==> src/rtl/rx_serial_7e1.sv <==
// 7E1 asynchronous serial receiver: 1 start, 7 data bits LSB-first, even parity, 1 stop.
// Mid-bit sampling off a two-flop synchronized RX; one-cycle pronto per completed frame.
module rx_serial_7e1 #(
    parameter int unsigned BAUD_DIV = 434,
    parameter int unsigned HALF_DIV = BAUD_DIV / 2
) (
    input  logic       clock,
    input  logic       reset,
    input  logic       RX,
    output logic [6:0] dado_recebido,
    output logic       pronto,
    output logic       erro_paridade,
    output logic       erro_stop,
    output logic       ocupado
);

    localparam int unsigned CW = (BAUD_DIV > 1) ? $clog2(BAUD_DIV) : 1;
    localparam logic [CW-1:0] BAUD_LAST = CW'(BAUD_DIV - 1);
    localparam logic [CW-1:0] HALF_LAST = CW'(HALF_DIV - 1);

    typedef enum logic [2:0] {
        INICIAL,
        START,
        DADOS,
        PARIDADE,
        STOP,
        FIM,
        ESPERA
    } state_t;

    state_t          state;
    logic            rx_meta;
    logic            rx_s;
    logic [CW-1:0]   tick_cnt;
    logic [2:0]      bit_cnt;
    logic [6:0]      sr;
    logic            par_err;

    // Two-flop synchronizer; resets to the idle line level.
    always_ff @(posedge clock) begin
        if (reset) begin
            rx_meta <= 1'b1;
            rx_s    <= 1'b1;
        end else begin
            rx_meta <= RX;
            rx_s    <= rx_meta;
        end
    end

    // Frame FSM; outputs are loaded on the edge into FIM so they are valid during FIM.
    always_ff @(posedge clock) begin
        if (reset) begin
            state         <= INICIAL;
            tick_cnt      <= '0;
            bit_cnt       <= '0;
            sr            <= '0;
            par_err       <= 1'b0;
            dado_recebido <= '0;
            pronto        <= 1'b0;
            erro_paridade <= 1'b0;
            erro_stop     <= 1'b0;
            ocupado       <= 1'b0;
        end else begin
            pronto   <= 1'b0;
            tick_cnt <= tick_cnt + CW'(1);
            case (state)
                INICIAL: begin
                    tick_cnt <= '0;
                    bit_cnt  <= '0;
                    if (!rx_s) begin
                        state   <= START;
                        ocupado <= 1'b1;
                    end
                end
                START: begin
                    if (tick_cnt == HALF_LAST) begin
                        tick_cnt <= '0;
                        if (rx_s) begin
                            state   <= INICIAL;
                            ocupado <= 1'b0;
                        end else begin
                            state <= DADOS;
                        end
                    end
                end
                DADOS: begin
                    if (tick_cnt == BAUD_LAST) begin
                        tick_cnt <= '0;
                        sr       <= {rx_s, sr[6:1]};
                        bit_cnt  <= bit_cnt + 3'd1;
                        if (bit_cnt == 3'd6) begin
                            state <= PARIDADE;
                        end
                    end
                end
                PARIDADE: begin
                    if (tick_cnt == BAUD_LAST) begin
                        tick_cnt <= '0;
                        par_err  <= rx_s ^ (^sr);
                        state    <= STOP;
                    end
                end
                STOP: begin
                    if (tick_cnt == BAUD_LAST) begin
                        tick_cnt      <= '0;
                        dado_recebido <= sr;
                        erro_paridade <= par_err;
                        erro_stop     <= ~rx_s;
                        pronto        <= 1'b1;
                        state         <= FIM;
                    end
                end
                FIM: begin
                    tick_cnt <= '0;
                    if (!erro_stop) begin
                        state   <= INICIAL;
                        ocupado <= 1'b0;
                    end else begin
                        state <= ESPERA;
                    end
                end
                ESPERA: begin
                    // A held-low line (break) must go idle before a new start is accepted.
                    tick_cnt <= '0;
                    if (rx_s) begin
                        state   <= INICIAL;
                        ocupado <= 1'b0;
                    end
                end
                default: begin
                    tick_cnt <= '0;
                    state    <= INICIAL;
                    ocupado  <= 1'b0;
                end
            endcase
        end
    end

endmodule

==> config.mk <==
export PLATFORM = sky130hd
export DESIGN_NAME = rx_serial_7e1
export DESIGN_NICKNAME = d
export VERILOG_FILES = /design/src/rtl/rx_serial_7e1.sv
export SDC_FILE = /design/constraint.sdc
export NUM_CORES = 1
export LEC_CHECK = 0
export ABC_AREA = 1
export BUFFER_PORTS_ARGS = -buffer_cell sky130_fd_sc_hd__buf_2
export CAP_MARGIN = 20
export CELL_PAD_IN_SITES_DETAIL_PLACEMENT = 1
export CELL_PAD_IN_SITES_GLOBAL_PLACEMENT = 1
export CORE_ASPECT_RATIO = 1.1
export CORE_UTILIZATION = 26
export CTS_BUF_LIST = sky130_fd_sc_hd__clkbuf_8
export DETAILED_ROUTE_END_ITERATION = 8
export PLACE_DENSITY_LB_ADDON = 0.1
export SYNTH_ARGS = -nofsm -noshare
export SYNTH_HDL_FRONTEND = slang
export SYNTH_SLANG_ARGS = --single-unit
export TNS_END_PERCENT = 20
==> constraint.sdc <==
create_clock -name clock -period 2.5 [get_ports clock]
set_input_delay 0.5 -clock clock [delete_from_list [all_inputs] [get_ports clock]]
set_output_delay 0.5 -clock clock [all_outputs]
set_load 0.01 [all_outputs]
==> results of run 1 <==
per-stage QoR:
stage	util (%)	power, uW	worst slack (ns)	instance area (sq um)
floorplan	-	941	1.20	1730
global placement	29.7	1030	0.964	1870
detailed placement	29.7	1020	0.929	1870
CTS	31.2	1470	0.915	1970
global route	31.2	1550	0.756	1970
finish	31.2	1440	0.954	1970
cell type report:
| type | count | area (sq um) |
|---|---|---|
| clock buffers | 5 | 68.8 |
| clock inverters | 3 | 23.8 |
| fillers | 805 | 4340 |
| inverters | 28 | 105 |
| multi-input cells | 170 | 875 |
| flip-flops and latches | 36 | 721 |
| well taps | 80 | 100 |
| repair buffers | 14 | 72.6 |
state kept, by name, indices dropped and copies added (netlist names):
| signal | count |
|---|---|
| bit_cnt | 3 |
| dado_recebido | 7 |
| erro_paridade | 1 |
| erro_stop | 1 |
| ocupado | 1 |
| par_err | 1 |
| pronto | 1 |
| rx_meta | 1 |
| rx_s | 1 |
| sr | 7 |
| state | 3 |
| tick_cnt | 9 |
worst max-delay path: stages, from the launching register on:
cell and delay, ns:
dfxtp_1 0.41, ha_1 0.19, nand2_1 0.09, nor2_4 0.13
nand4_4 0.25, nand2_1 0.19, nand3_1 0.08, nand2_1 0.06
nor2_1 0.03
cell usage in the layout, fill, tap and decap left out:
master,count
nor3_2,1
and3_1,1
clkinvlp_4,2
nand4_1,3
buf_2,13
xnor2_1,2
or2_2,2
nand2_1,53
or2_0,1
nor2_4,1
dfxtp_1,36
nor2_1,25
nor3_1,2
nand4_4,1
a21oi_2,2
clkbuf_8,5
inv_1,20
buf_4,1
o31ai_1,1
ha_1,5
a21oi_1,23
o21ai_0,9
clkinv_4,1
nor2_2,4
inv_2,8
o211ai_1,1
nand3_1,20
nand2_2,6
o21ai_1,3
xor2_1,4
final timing paths:
| kind | from | to | slack [ns] | cells after the start |
|---|---|---|---|---|
| setup reg to reg | tick_cnt[0] | bit_cnt[2] | 0.95 | 8 |
| hold reg to reg | rx_meta | rx_s | 0.42 | 1 |
| hold / removal | RX | rx_meta | 0.38 | 2 |
| setup / recovery | tick_cnt[0] | bit_cnt[2] | 0.95 | 8 |
where the power goes:
group | internal [uW] | total (uW) | leakage [uW] | switching (uW)
Clock | 197 | 432 | 0.0000404 | 234
Sequential | 603 | 647 | 0.000291 | 44.5
Combinational | 118 | 360 | 0.000450 | 242
Total | 918 | 1440 | 0.000782 | 520
kinds of logic after synthesis:
logic type | count (synthesis) | synth area share, %
AND/OR/NAND/NOR | 120 | 31.9
AO/OA/AOI/OAI | 39 | 12.0
flip-flops | 36 | 41.7
buffers and inverters | 33 | 7.68
XOR/XNOR | 6 | 3.04
adder cells (fa/ha/maj) | 5 | 3.62
routing by layer:
layer / routed length [microns] / vias up / global-route usage, %
met3: 135 / 5 / 3.98
met5: 0 / - / 0
met2: 1940 / 20 / 23.0
li1: - / 795 / -
met1: 2080 / 696 / 16.1
met4: 57 / 0 / 4.96
==> results_dict.tcl, run 1 <==
set metrics [dict create \
    required_ns 2.69 \
    max-clock-path-buffers 2 \
    die_h_microns 87.5 \
    cts.clk_slew.worst_paths_ns 0.08 \
    clock-sinks 36 \
    synth_area_leaders "dfxtp_1, nand2_1, a21oi_1" \
    synth_top_area_share_pct 41.7 \
    nets 263 \
    grt_pass1_vias 1486 \
    drive_gt1_share_pct 18.4 \
    num_rows 30 \
    portBuffers 13 \
    drt-initial-drc-count 42 \
    antenna_found_initial 0 \
    setup_viol 0 \
    power_density_mw_per_mm2 732 \
    ys_ff_latch 36 \
    p_leak_uw 0.000782 \
    dp.cells 328 \
    arrival_ns 1.74 \
    timing.final.max_slew_violations 0 \
    cts_tree "yes" \
    finalCritPeriodShare_pct 61.8 \
    synth_edf_count 0 \
    slew_headroom_pct 76.0 \
    worst_slew_pin_slew_ns 0.359 \
    syn_area_per_cell_sq_um 7.23 \
    cts_buffers 5 \
    io_pins 14 \
    min_path_type "input pin to flop" \
    timing.critical_path.fanout_max 18 \
    cts-root-buf "clkbuf_8" \
    clk_latency_ns 0.29 \
    synth.most_common_cell "nand2_1" \
    hold_viol_final 0 \
    initial_utilization_pct 27.4 \
    cts_hold_buf 0 \
    dr_total_vias 1516 \
    grt_use_total_pct 13.5 \
    wl_per_cell_microns 12.6 \
    viasPerCell 4.51 \
    antenna_cells 0 \
    post_cts_resized 0 \
    grt_overflow 0 \
    ys_seq_area_share_pct 41.7 \
    yosys.area.top_type "dfxtp_1" \
    max-vdd-ir-drop_v 0.000241 \
    design.die.area_sq_mm 0.00698 \
    drc_errors 0 \
    ys_types 28 \
    hpwl_microns 3250 \
    gp_congestion 0.762 \
    grt_max_degree 19 \
    synthCells 239 \
    fp.dieW_microns 79.7 \
    grt_pass1_wl_microns 7090 \
    tns_ns 0 \
    cap_viol_max_count 0 \
    routed_wl_microns 4220 \
    synthToLayoutAreaGrowth_pct 13.8 \
    status "finished, final reports clean" \
    holdWs_ns 0.383 \
    netlist_area_sq_mm 0.00173 \
    cts_setup_buffers 0 \
    synthesis.yosys.warnings 0 \
    fin_cells 336 \
    fin_worst_skew_ns 0.00724 \
    synth-async-reset-ratio_pct 0 \
    fmax_ghz 0.647 \
    core_sq_mm 0.00631 \
    rsz0062_at_grt "false" \
    h-tree-depth 2 \
    ys.flop_type "dfxtp_1" \
    path_class "flop to flop" \
    postSynthNetCount 247 \
    ant_nets 0 \
    cp-start-kind "flop" \
    drt_pass1_iterations 4 \
    period_minus_slack_ns 1.55 \
    synthTopCellsByCount "nand2_1, dfxtp_1, nor2_1" \
    worstSetupEndpointType "flop" \
]
Power figures use the tool's default switching activity.
==> run 2, diff against run 1 <==
--- a/config.mk
+++ b/config.mk
@@ -5,7 +5,7 @@
 export SDC_FILE = /design/constraint.sdc
 export NUM_CORES = 1
 export LEC_CHECK = 0
-export ABC_AREA = 1
+export ABC_AREA = 0
 export BUFFER_PORTS_ARGS = -buffer_cell sky130_fd_sc_hd__buf_2
 export CAP_MARGIN = 20
 export CELL_PAD_IN_SITES_DETAIL_PLACEMENT = 1
==> constraint.sdc (replaced) <==
create_clock -name clock -period 1.41 [get_ports clock]
set_input_delay 0.282 -clock clock [delete_from_list [all_inputs] [get_ports clock]]
set_output_delay 0.282 -clock clock [all_outputs]
set_load 0.01 [all_outputs]
==> run 2 against run 1 <==
  * The flow now finishes with violations (setup timing)
  * Synthesized cell count is 22% lower
  * Total power is 66% higher
  * Cell count is 7.4% lower
  * Register-to-register slack worse by 1.3 ns
  * Combinational power is 42% higher
  * Non-clock buffer count is 32 higher
  * Global-route usage is 0.29 points lower
  * Flip-flop and latch count stayed put
  * First-iteration DRC count is 50% lower
  * Die area is 0.99% lower
  * Sequential power is 67% higher
  * Count of clock-buffer cells in the layout is 1 higher
  * Highest routed layer unchanged
==> results_dict.tcl, run 2 <==
set metrics [dict create \
    viasPerCell 4.45 \
    wl_per_cell_microns 13.3 \
    synthTopCellsByCount "dfxtp_1, nor2_1, mux2i_1" \
    initial_utilization_pct 27.3 \
    syn_area_per_cell_sq_um 9.20 \
    synthCells 186 \
    finalCritPeriodShare_pct 122 \
    final_common_cell "dfxtp_1" \
    status "complete, but fails checks" \
    required_ns 1.60 \
    grt_max_degree 20 \
    hpwl_microns 3170 \
    period_minus_slack_ns 1.72 \
    setup_viol 33 \
    r2r_slack_ns -0.31 \
    synth-async-reset-ratio_pct 0 \
    dp.cells 299 \
    ant_nets 0 \
    netlist_area_sq_mm 0.00171 \
    ys.flop_type "dfxtp_1" \
    layout_setup_ws_ns -0.314 \
    cts_tree "yes" \
    antenna_cells 0 \
    worst_slew_pin_slew_ns 0.373 \
    routed_wl_microns 4140 \
    io_pins 14 \
    top_register "tick_cnt" \
    p_leak_uw 0.000843 \
    nFillCells 733 \
    rsz0062_at_grt "true" \
    portBuffers 13 \
    reg_top3 "tick_cnt (9), dado_recebido (7), sr (7)" \
    min_to "rx_meta" \
    slew_headroom_pct 75.1 \
    cts-root-buf "clkbuf_8" \
    gp_congestion 0.832 \
    grt_use_total_pct 13.3 \
    grt_pass1_wl_microns 6890 \
    max-clock-path-buffers 2 \
    grt_pass1_vias 1422 \
    clock-sinks 36 \
    die_h_microns 87.1 \
    cp-start-kind "flop" \
    antenna_found_initial 0 \
    synth_edf_count 0 \
    drive_gt1_share_pct 39.0 \
    min_path_type "input pin to flop" \
    synth_top_area_share_pct 42.1 \
    final_cell_area_sq_mm 0.00233 \
    nets 238 \
    fmax_ghz 0.580 \
    r2r_cells 7 \
    design.die.area_sq_mm 0.00691 \
    cap_viol_max_count 0 \
    p_total_uw 2380 \
    power_density_mw_per_mm2 1020 \
    place_ws_ns -0.398 \
    clk_latency_ns 0.30 \
    worstHoldStart "RX" \
    fin_cells 311 \
    tns_ns -7.52 \
    core_sq_mm 0.00627 \
    final_cell_mix "dfxtp_1, buf_4, nor2_1" \
    h-tree-depth 2 \
    largest_reg_flops 9 \
    timing.critical_path.fanout_max 7 \
    grt_overflow 0 \
    num_rows 30 \
    drt_pass1_iterations 2 \
    dr_total_vias 1384 \
    synth.most_common_cell "dfxtp_1" \
    hold_viol_final 0 \
    max-vdd-ir-drop_v 0.000396 \
    fp.dieW_microns 79.3 \
    synthesis.yosys.warnings 0 \
    yosys.area.top_type "dfxtp_1" \
    failed_checks "setup timing" \
    cts_buffers 5 \
    drt-initial-drc-count 21 \
    cts.clk_slew.worst_paths_ns 0.08 \
    path_class "flop to flop" \
    ys_types 41 \
    worstSetupEndpointType "flop" \
    synth_area_leaders "dfxtp_1, mux2i_1, nor2_1" \
    timing.final.max_slew_violations 0 \
    synthToLayoutAreaGrowth_pct 36.1 \
    r2r_end "sr[2]" \
    ys_ff_latch 36 \
    fin_worst_skew_ns 0.00849 \
    arrival_ns 1.91 \
    holdPathStages 2 \
    postSynthNetCount 194 \
    drc_errors 0 \
    place_area_sq_mm 0.00211 \
    ys_seq_area_share_pct 42.1 \
    rr_startpoint "state[2]" \
]
[run 2: per-layer routing]
layer	wire [microns]	part of all wire [%]	GRT usage [%]
met4	61	1.5	4.96
met1	1750	42	15.1
met5	0	0	0
met3	107	2.6	3.56
met2	2210	53	23.5
[run 2: logic make-up (layout without fill, tap and decap cells)]
kind of cell               Yosys count  after routing  share of synthesized area (%)
muxes                               17             17                           10.0
xor gates and xnor gates            15             15                           7.68
AOI/OAI and AO/OA                   20             20                           8.56
DFF                                 36             36                           42.1
adders and majority gates            5              5                           3.66
buffers and inverters               18             63                           5.12
and+or+nand+nor                     75             75                           22.8
[run 2: worst max-delay path, stage by stage, from the launching register on]
cell and delay (ns):
dfxtp_2 0.35, buf_6 0.11, or2b_4 0.26, nor4_4 0.28
buf_4 0.20, buf_12 0.14, mux2i_4 0.22, nor2_2 0.05
[run 2: report_power, final]
part	switching, uW	internal [uW]	total [uW]
Sequential	24.7	1050	1080
Combinational	274	236	510
Clock	394	399	793
Total	693	1690	2380
[run 2: worst max path at each step]
stage	start	end	slack (ns)	cells past startpoint
global route	state[1]	sr[0]	-0.39	6
floorplan	state[1]	tick_cnt[5]	-0.26	8
finish	state[2]	sr[2]	-0.31	7
detailed placement	state[2]	sr[0]	-0.40	7
CTS	state[2]	sr[6]	-0.37	7
global placement	state[2]	sr[3]	-0.35	7
[run 2: repair_timing]
item	in CTS	in global routing
setup buffers	3	1
pin swaps	6	4
gates resized for setup	9	14
endpoints found under the setup margin	34	34
hold buffers	0	0
cloned	0	0
[run 2: area by class of cell]
class / count / area [sq um] / area share [%]
clock buffer: 6 / 82.6 / 3.55
clock inverter: 2 / 13.8 / 0.591
inverter: 9 / 33.8 / 1.45
multi-input combinational: 132 / 1020 / 44.0
sequential: 36 / 728 / 31.3
tap: 80 / 100 / 4.30
timing repair buffer: 46 / 345 / 14.8
[run 2: metrics by stage]
stage / hold slack, ns / util, %
6_report: 0.164 / 37.1
5_1_grt: 0.159 / 37.1
4_1_cts: 0.151 / 36.0
3_5_place_dp: 0.400 / 33.6
3_3_place_gp: 0.394 / 33.6
2_1_floorplan: 0.386 / -
==> run 3, diff against run 2 <==
--- a/config.mk
+++ b/config.mk
@@ -5,7 +5,7 @@
 export SDC_FILE = /design/constraint.sdc
 export NUM_CORES = 1
 export LEC_CHECK = 0
-export ABC_AREA = 0
+export ABC_AREA = 1
 export BUFFER_PORTS_ARGS = -buffer_cell sky130_fd_sc_hd__buf_2
 export CAP_MARGIN = 20
 export CELL_PAD_IN_SITES_DETAIL_PLACEMENT = 1
@@ -18,4 +18,4 @@
 export SYNTH_ARGS = -nofsm -noshare
 export SYNTH_HDL_FRONTEND = slang
 export SYNTH_SLANG_ARGS = --single-unit
-export TNS_END_PERCENT = 20
+export TNS_END_PERCENT = 100
==> run 3 against run 2 <==
  * The flow still finishes with violations (setup timing)
  * Non-clock buffer count fell by 6
  * Global-route usage rose by 1.9 points
  * Count of clock-buffer cells in the layout fell by 1
  * Flip-flop and latch count did not move
==> results_dict.tcl, run 3 (synthesized netlist as in run 1, its figures left out) <==
set metrics [dict create \
    core_sq_mm 0.00631 \
    hpwl_microns 3450 \
    failed_checks "setup timing" \
    status "complete, but fails checks" \
    cts_tree "yes" \
    grt_overflow 0 \
    cts_buffers 5 \
    grt_pass1_vias 1637 \
    cp-start-kind "flop" \
    h-tree-depth 2 \
    synthToLayoutAreaGrowth_pct 39.9 \
    routed_wl_microns 5010 \
    nFillCells 785 \
    clock-sinks 36 \
    reg_top3 "tick_cnt (9), dado_recebido (7), sr (7)" \
    min_path_type "input pin to flop" \
    fin_cells 364 \
    fp.dieW_microns 79.7 \
    timing.final.max_slew_violations 0 \
    portBuffers 13 \
    rsz0062_at_grt "true" \
    holdPathStages 2 \
    antenna_found_initial 0 \
    die_h_microns 87.5 \
    worstSetupEndpointType "flop" \
    p_leak_uw 0.000976 \
    viasPerCell 4.58 \
    top_register "tick_cnt" \
    drive_gt1_share_pct 35.6 \
    holdWs_ns 0.163 \
    max-vdd-ir-drop_v 0.000498 \
    design.die.area_sq_mm 0.00698 \
    cts.clk_slew.worst_paths_ns 0.09 \
    cts_hold_buf 0 \
    dr_total_vias 1666 \
    nets 291 \
    final_cell_mix "nand2_1, dfxtp_1, nor2_1, buf_4, a21oi_1" \
    period_minus_slack_ns 1.43 \
    required_ns 1.64 \
    hold_viol_final 0 \
    final_common_cell "nand2_1" \
    arrival_ns 1.66 \
    cts-root-buf "clkbuf_8" \
    timing.critical_path.fanout_max 8 \
    largest_reg_flops 9 \
    worst_slew_pin_slew_ns 0.412 \
    num_rows 30 \
    grt_use_total_pct 15.1 \
    io_pins 14 \
    r2r_cells 8 \
    drt-initial-drc-count 60 \
    antenna_cells 0 \
    p_total_uw 3160 \
    utilization_pct 38.3 \
    place_ws_ns -0.0639 \
    gp_congestion 0.799 \
    fin_worst_skew_ns 0.00954 \
    drc_errors 0 \
    slew_headroom_pct 72.5 \
    grt_max_degree 18 \
    setup_viol 2 \
    clk_latency_ns 0.30 \
    max-clock-path-buffers 2 \
    cap_viol_max_count 0 \
    power_density_mw_per_mm2 1310 \
    dp.cells 343 \
    path_class "flop to flop" \
    ant_nets 0 \
    layout_setup_ws_ns -0.0183 \
    initial_utilization_pct 27.4 \
    wl_per_cell_microns 13.8 \
    drt_pass1_iterations 4 \
    finalCritPeriodShare_pct 101 \
    grt_pass1_wl_microns 8000 \
    fmax_ghz 0.700 \
]
==> run 3: per-layer routing <==
metal | wire length, microns | vias up | global-route usage [%]
met1 | 2320 | 781 | 18.8
met4 | 63 | 0 | 4.96
met5 | 0 | - | 0
met3 | 111 | 5 | 3.66
li1 | - | 863 | -
met2 | 2510 | 17 | 25.6
==> run 3: worst max-delay path: stages, from the launching register on <==
cell     delay [ns]
dfxtp_2        0.35
inv_4          0.08
ha_4           0.13
nand2_4        0.05
nor2_4         0.16
buf_4          0.15
nand4_4        0.14
buf_4          0.18
a21oi_1        0.12
==> run 3: area by class of cell <==
| type | count | area (sq um) | area share, % |
|---|---|---|---|
| clock buffers | 5 | 68.8 | 2.85 |
| clock inverters | 3 | 46.3 | 1.92 |
| inverters | 28 | 113 | 4.66 |
| multi-input cells | 172 | 1070 | 44.2 |
| flip-flops and latches | 36 | 728 | 30.1 |
| well taps | 80 | 100 | 4.14 |
| repair buffers | 40 | 293 | 12.1 |
==> run 3: per-stage QoR <==
step                setup TNS (ns)  area [sq um]
CTS                         -0.146          2180
floorplan                        0          1730
global route                 -1.68          2420
global placement          -0.00453          2010
finish                     -0.0187          2420
detailed placement          -0.264          2010
==> run 3: final timing paths <==
kind	endpoint	from	slack, ns
worst max-delay path	sr[3]	tick_cnt[1]	-0.02
worst max register to register	sr[3]	tick_cnt[1]	-0.02
worst min-delay path	rx_meta	RX	0.16
worst min register to register	rx_s	rx_meta	0.41
==> run 3: timing repair <==
action / in CTS / in global routing
gates resized for setup: 11 / 35
pin swaps: 4 / 20
setup buffers: 3 / 8
setup endpoints to repair: 29 / 33
gates cloned: 0 / 2
==> run 3: where the power goes <==
part	internal (uW)	switching, uW	total (uW)	leakage, uW
sequential	1080	72.4	1150	0.000293
clock	533	439	972	0.0000548
combinational	428	611	1040	0.000628
